### src/rtl/knn_sched_if.sv
// Control and dataset-stream signals between the KNN register file, dataset RAM and knn_sched.
// The slave modport is the scheduler's view; the master modport is the surrounding peripheral's view.
interface knn_sched_if #(
    parameter int IDX_W     = 8,
    parameter int NT_POINTS = 4
);
    logic                 soft_rst;
    logic                 start;
    logic [IDX_W:0]       n_points;
    logic [NT_POINTS-1:0] core_ready;
    logic                 mem_ren;
    logic [IDX_W-1:0]     mem_addr;
    logic                 core_load;
    logic                 core_clear;
    logic                 busy;
    logic                 done;
    logic [IDX_W:0]       point_cnt;

    modport master (
        output soft_rst, start, n_points, core_ready,
        input  mem_ren, mem_addr, core_load, core_clear, busy, done, point_cnt
    );

    modport slave (
        input  soft_rst, start, n_points, core_ready,
        output mem_ren, mem_addr, core_load, core_clear, busy, done, point_cnt
    );
endinterface

### src/rtl/knn_sched.sv
// Sequencer for the knn_core array: clears neighbour lists, streams the dataset to all cores
// in lockstep, waits out the core pipeline and raises a sticky done.
//
// state   | meaning
// S_IDLE  | out of reset, waiting for start
// S_CLEAR | one-cycle clear of all neighbour lists
// S_FETCH | reading dataset points, stalls while any core is not ready
// S_DRAIN | waiting out the core pipeline after the last read
// S_DONE  | run complete, done held until the next accepted start
module knn_sched #(
    parameter int IDX_W     = 8,
    parameter int NT_POINTS = 4,
    parameter int DRAIN     = 4
) (
    input logic        clk,
    input logic        rst,
    knn_sched_if.slave bus
);
    localparam int              CW         = (DRAIN > 1) ? $clog2(DRAIN) : 1;
    localparam logic [CW-1:0]   DRAIN_INIT = CW'(DRAIN - 1);
    localparam logic [IDX_W:0]  CNT_ONE    = (IDX_W + 1)'(1);

    typedef enum logic [2:0] {S_IDLE, S_CLEAR, S_FETCH, S_DRAIN, S_DONE} state_t;

    state_t           state;
    logic [IDX_W-1:0] idx;
    logic [IDX_W:0]   n_lat;
    logic [IDX_W:0]   point_cnt;
    logic [CW-1:0]    drain_cnt;
    logic             core_load;
    logic             core_clear;
    logic             busy;
    logic             done;
    logic             all_ready;
    logic             issue;
    logic             last_issue;

    // Readiness gates the read in the same cycle, so a core dropping ready never gets an extra point.
    assign all_ready  = &bus.core_ready;
    assign issue      = (state == S_FETCH) && all_ready;
    assign last_issue = ({1'b0, idx} == (n_lat - CNT_ONE));

    assign bus.mem_ren    = issue;
    assign bus.mem_addr   = idx;
    assign bus.core_load  = core_load;
    assign bus.core_clear = core_clear;
    assign bus.busy       = busy;
    assign bus.done       = done;
    assign bus.point_cnt  = point_cnt;

    always_ff @(posedge clk or negedge rst) begin
        if (!rst) begin
            state      <= S_IDLE;
            idx        <= '0;
            n_lat      <= '0;
            point_cnt  <= '0;
            drain_cnt  <= '0;
            core_load  <= 1'b0;
            core_clear <= 1'b0;
            busy       <= 1'b0;
            done       <= 1'b0;
        end else if (bus.soft_rst) begin
            state      <= S_IDLE;
            idx        <= '0;
            n_lat      <= '0;
            point_cnt  <= '0;
            drain_cnt  <= '0;
            core_load  <= 1'b0;
            core_clear <= 1'b0;
            busy       <= 1'b0;
            done       <= 1'b0;
        end else begin
            core_load  <= issue;
            core_clear <= 1'b0;
            if (core_load) begin
                point_cnt <= point_cnt + CNT_ONE;
            end
            case (state)
                S_IDLE, S_DONE: begin
                    if (bus.start) begin
                        if (bus.n_points != '0) begin
                            n_lat      <= bus.n_points;
                            state      <= S_CLEAR;
                            core_clear <= 1'b1;
                            busy       <= 1'b1;
                            done       <= 1'b0;
                        end else begin
                            state <= S_DONE;
                            done  <= 1'b1;
                        end
                    end
                end
                S_CLEAR: begin
                    idx       <= '0;
                    point_cnt <= '0;
                    state     <= S_FETCH;
                end
                S_FETCH: begin
                    if (issue) begin
                        idx <= idx + 1'b1;
                        if (last_issue) begin
                            state     <= S_DRAIN;
                            drain_cnt <= DRAIN_INIT;
                        end
                    end
                end
                S_DRAIN: begin
                    if (drain_cnt == '0) begin
                        if (all_ready) begin
                            state <= S_DONE;
                            busy  <= 1'b0;
                            done  <= 1'b1;
                        end
                    end else begin
                        drain_cnt <= drain_cnt - 1'b1;
                    end
                end
                default: state <= S_IDLE;
            endcase
        end
    end
endmodule

### src/flat_wrapper.sv
// flat-port wrapper written by rule: the top's interface ports become plain ports
module knn_sched_flat 
#(
    parameter int IDX_W     = 8,
    parameter int NT_POINTS = 4,
    parameter int DRAIN     = 4
)
  (clk, rst, bus_soft_rst, bus_start, bus_n_points, bus_core_ready, bus_mem_ren, bus_mem_addr, bus_core_load, bus_core_clear, bus_busy, bus_done, bus_point_cnt);
  knn_sched_if #(.IDX_W(IDX_W), .NT_POINTS(NT_POINTS)) bus_i ();
  input logic clk;
  input logic rst;
  input wire logic [$bits(bus_i.soft_rst)-1:0] bus_soft_rst;
  input wire logic [$bits(bus_i.start)-1:0] bus_start;
  input wire logic [$bits(bus_i.n_points)-1:0] bus_n_points;
  input wire logic [$bits(bus_i.core_ready)-1:0] bus_core_ready;
  output wire logic [$bits(bus_i.mem_ren)-1:0] bus_mem_ren;
  output wire logic [$bits(bus_i.mem_addr)-1:0] bus_mem_addr;
  output wire logic [$bits(bus_i.core_load)-1:0] bus_core_load;
  output wire logic [$bits(bus_i.core_clear)-1:0] bus_core_clear;
  output wire logic [$bits(bus_i.busy)-1:0] bus_busy;
  output wire logic [$bits(bus_i.done)-1:0] bus_done;
  output wire logic [$bits(bus_i.point_cnt)-1:0] bus_point_cnt;
  assign bus_i.soft_rst = bus_soft_rst;
  assign bus_i.start = bus_start;
  assign bus_i.n_points = bus_n_points;
  assign bus_i.core_ready = bus_core_ready;
  assign bus_mem_ren = bus_i.mem_ren;
  assign bus_mem_addr = bus_i.mem_addr;
  assign bus_core_load = bus_i.core_load;
  assign bus_core_clear = bus_i.core_clear;
  assign bus_busy = bus_i.busy;
  assign bus_done = bus_i.done;
  assign bus_point_cnt = bus_i.point_cnt;
  knn_sched #(.IDX_W(IDX_W), .NT_POINTS(NT_POINTS), .DRAIN(DRAIN)) u_core (.clk(clk), .rst(rst), .bus(bus_i));
endmodule
### config.mk
export PLATFORM = sky130hd
export DESIGN_NAME = knn_sched_flat
export DESIGN_NICKNAME = d
export VERILOG_FILES = /design/src/rtl/knn_sched_if.sv /design/src/rtl/knn_sched.sv /design/src/flat_wrapper.sv
export SDC_FILE = /design/constraint.sdc
export NUM_CORES = 1
export LEC_CHECK = 0
export ABC_AREA = 1
export CAP_MARGIN = 20
export CORE_MARGIN = 5
export CORE_UTILIZATION = 47
export DETAILED_ROUTE_END_ITERATION = 10
export PLACE_DENSITY = 0.76
export SYNTH_ARGS = -nofsm -noshare
export SYNTH_HDL_FRONTEND = slang
export SYNTH_SLANG_ARGS = --single-unit
export TNS_END_PERCENT = 5
### constraint.sdc
create_clock -name clk -period 1.8 [get_ports clk]
set_clock_uncertainty 0.2 [all_clocks]
set_input_delay 0.18 -clock clk [delete_from_list [all_inputs] [get_ports clk]]
set_output_delay 0.18 -clock clk [all_outputs]
set_load 0.005 [all_outputs]
==> impl_metrics.ini <==
[timing]
part_of_the_cycle_the_worst_path_needs_pct = 103
final_hold_viol_count = 0
max_clock_freq_ghz = 0.537
slew_violations = 0
grt_setup_unrepaired = true
post-route-min-period_ps = 1860
final.setup.worst_slack_ps = -62.1
worst_slew_margin_rel_pct = 70.4
setup_viol_count_final = 5
worst_slew_pin_slew_ps = 444
setup_total_negative_slack_ps = -205

[detailed_routing]
drt-pass1-iter-count = 4
via_count = 2007
drt_drc_violations_left = 0
detail-route-antenna-nets = 0
initialDrtViolationCount = 80
route.detailed.wl_per_inst_microns = 12.0
route.detailed.vias_per_inst = 4.93
postRouteWirelength_mm = 4.87

[logic_synthesis]
ys_seq_area_share_pct = 42.5
post_synth_most_frequent_cells = sky130_fd_sc_hd__nand2_1 (74), sky130_fd_sc_hd__inv_1 (36), sky130_fd_sc_hd__dfrtp_1 (35)
library_cell_with_the_highest_instance_count_after_synthesis = sky130_fd_sc_hd__nand2_1
ys_seq_elements = 35
netlist_instances = 282
synth_top_flop_cell = sky130_fd_sc_hd__dfrtp_1
synth.top_cells.by_area = sky130_fd_sc_hd__dfrtp_1 (43%), sky130_fd_sc_hd__nand2_1 (13%), sky130_fd_sc_hd__inv_1 (6.6%), sky130_fd_sc_hd__nor2_1 (6.2%), sky130_fd_sc_hd__nand3_1 (5.1%)
synth-edff-count = 0
syn_avg_cell_area_sq_um = 7.31
synth_top_cell_by_area = sky130_fd_sc_hd__dfrtp_1
synthesis.area_sq_mm = 0.00206
syn_nets = 303
synth_top_cell_area_share_pct = 42.5
synth-warning-count = 0
post_synth_num_cell_types = 29
synthArstFlopShare_pct = 100

[clocking]
htree_num_levels = 2
tritoncts_buffers = 5
clock_latency_ps = 290
ctsLongestPathBuffers = 2
root_buffer = sky130_fd_sc_hd__clkbuf_8
cts.reportedPaths.clkPinSlew_ps = 80
clock_tree_from_tritoncts = yes
cts.sinks = 35

[final_layout]
design_area_sq_mm = 0.00288
final-instance-count-excl-fill = 407
insertedDiodeCount = 0
post_route_cells_drive_above_1_share_pct = 20.8
fin_nets = 375
area_growth_pct = 39.6
fillerInstances = 381

[hold_path]
hold_path.class = input port to async pin

[worst_setup_path]
timing.critical_path.fanout_max = 5
reg2reg_from = u_core.n_lat[0]
type_of_destination_of_the_critical_path = flip-flop
worstSetupStartpoint = u_core.n_lat[0]
timing.critical_path.required_ps = 1770
crit_path_start_kind = flip-flop
worst-endpoint-arrival_ps = 1840
timing.setup.critical_path_class = flip-flop to flip-flop

[run]
max_cap_violations = 0

[place]
dpl.hpwl_mm = 3.63
place.port_buffers = 38
placedInstanceArea_sq_mm = 0.00268
post-place-cells = 394
minimum_setup_slack_after_placement_ps = -308
gp_congestion = 0.857

[pwr]
leak_nw = 1.40
power.density_mw_per_mm2 = 1040
power_w = 0.00300
worst_ir_drop_vdd_mv = 0.589

[run_status]
outcome = complete, but fails checks
failed_checks = negative setup slack

[grt]
met2_usage_pct = 28.9
gr-usage-met1_pct = 21.8
use_met3_pct = 4.02
grt_pass1_vias = 1877
grt_pass1_wl_mm = 8.34
grt.overflow.total = 0
gr_util_all_layers_pct = 17.1
top_usage_layer = met2
grt_antenna_before_repair = 0
grt_start_max_net_pins = 36

[die]
io_pins = 39
die_area_sq_mm = 0.00581
chipHeight_microns = 76.2
row_count = 24
core_area_sq_mm = 0.00429
floorplan.die.width_microns = 76.2
floorplan.initialDensity_pct = 48.0
per-stage QoR:
stage	hold WS [ps]	util, %
3_5_place_dp	268	62.3
5_1_grt	152	67.0
6_report	95.2	67.0
3_3_place_gp	268	62.3
2_1_floorplan	-316	-
4_1_cts	114	65.4
flip-flops by register name (all words and copies together) (netlist names):
name / cells
u_core.bus.busy: 1
u_core.bus.core_clear: 1
u_core.bus.core_load: 1
u_core.bus.done: 1
u_core.bus.mem_addr: 8
u_core.bus.point_cnt: 9
u_core.drain_cnt: 2
u_core.n_lat: 9
u_core.state: 3
cell families after synthesis:
group / count (synthesis) / share of synthesized area (%)
adder cells (fa/ha/maj): 4 / 2.43
AND/OR/NAND/NOR: 156 / 34.7
AO/OA/AOI/OAI: 36 / 9.05
flip-flops: 35 / 42.5
buffers and inverters: 44 / 8.38
XOR/XNOR: 7 / 2.98
power breakdown:
| group | leakage [nW] | total, W | internal [W] | switching [W] |
|---|---|---|---|---|
| Clock | 0.0412 | 0.000551 | 0.000270 | 0.000280 |
| Sequential | 0.477 | 0.00101 | 0.000904 | 0.000109 |
| Combinational | 0.882 | 0.00144 | 0.000644 | 0.000797 |
per-layer routing:
layer	up-vias	part of all wire, %
met3	4	5.2
met5	-	0
met1	912	46
met4	0	0.86
li1	1037	-
met2	54	48
path summary, 6_finish.rpt:
kind,to,slack (ps),depth (start not counted)
setup / recovery,u_core.drain_cnt[1],-60,14
hold / removal,u_core.bus.point_cnt[5],100,2
setup reg to reg,u_core.drain_cnt[1],-60,14
hold reg to reg,u_core.drain_cnt[0],290,2
max in group asynchronous,u_core.bus.mem_addr[7],980,2
min in group clk,u_core.n_lat[8],260,3
layout by cell type (no fill, tap or decap), drive strengths merged:
cell type      instances
and3                   1
nor3                  11
a2bb2oi                1
ha                     4
dfrtp                 35
nor4                   1
nand2                 80
clkdlybuf4s50         37
a31oi                  2
nand3                 21
inv                   42
buf                   29
nand4                  2
xnor2                  2
or2                    2
a21oi                 13
dlygate4sd2            1
clkinv                 1
nor2                  38
clkbuf                 6
xor2                   5
o21ai                 20
clkinvlp               1
layout make-up:
type	count	area, sq um	area share [%]
Clock buffer	6	72.6	2.52
Clock inverter	2	12.5	0.435
Inverter	42	163	5.65
Multi-Input combinational cell	203	1090	38.0
Sequential cell	35	876	30.4
Tap cell	52	65.1	2.26
Timing Repair Buffer	67	597	20.7
critical path, cell delays in order (launching register included):
cell and delay (ps):
sky130_fd_sc_hd__dfrtp_1 390, sky130_fd_sc_hd__inv_2 70, sky130_fd_sc_hd__ha_4 170, sky130_fd_sc_hd__nand2_1 100, sky130_fd_sc_hd__nor2_2 60, sky130_fd_sc_hd__nand2_1 60, sky130_fd_sc_hd__nand2_1 60, sky130_fd_sc_hd__nor2_1 120
sky130_fd_sc_hd__nand2_1 70, sky130_fd_sc_hd__nor2_1 90, sky130_fd_sc_hd__nand3_1 80, sky130_fd_sc_hd__nand2_2 120, sky130_fd_sc_hd__nand2_2 60, sky130_fd_sc_hd__nand2_1 60, sky130_fd_sc_hd__nand2_1 50
what timing repair did:
action                     CTS  global route
setup endpoints to repair    5            21
buffers inserted             4             1
pin swaps                    1             3
hold buffers                 0             0
resized for setup            8            17
Power figures use the tool's default switching activity.
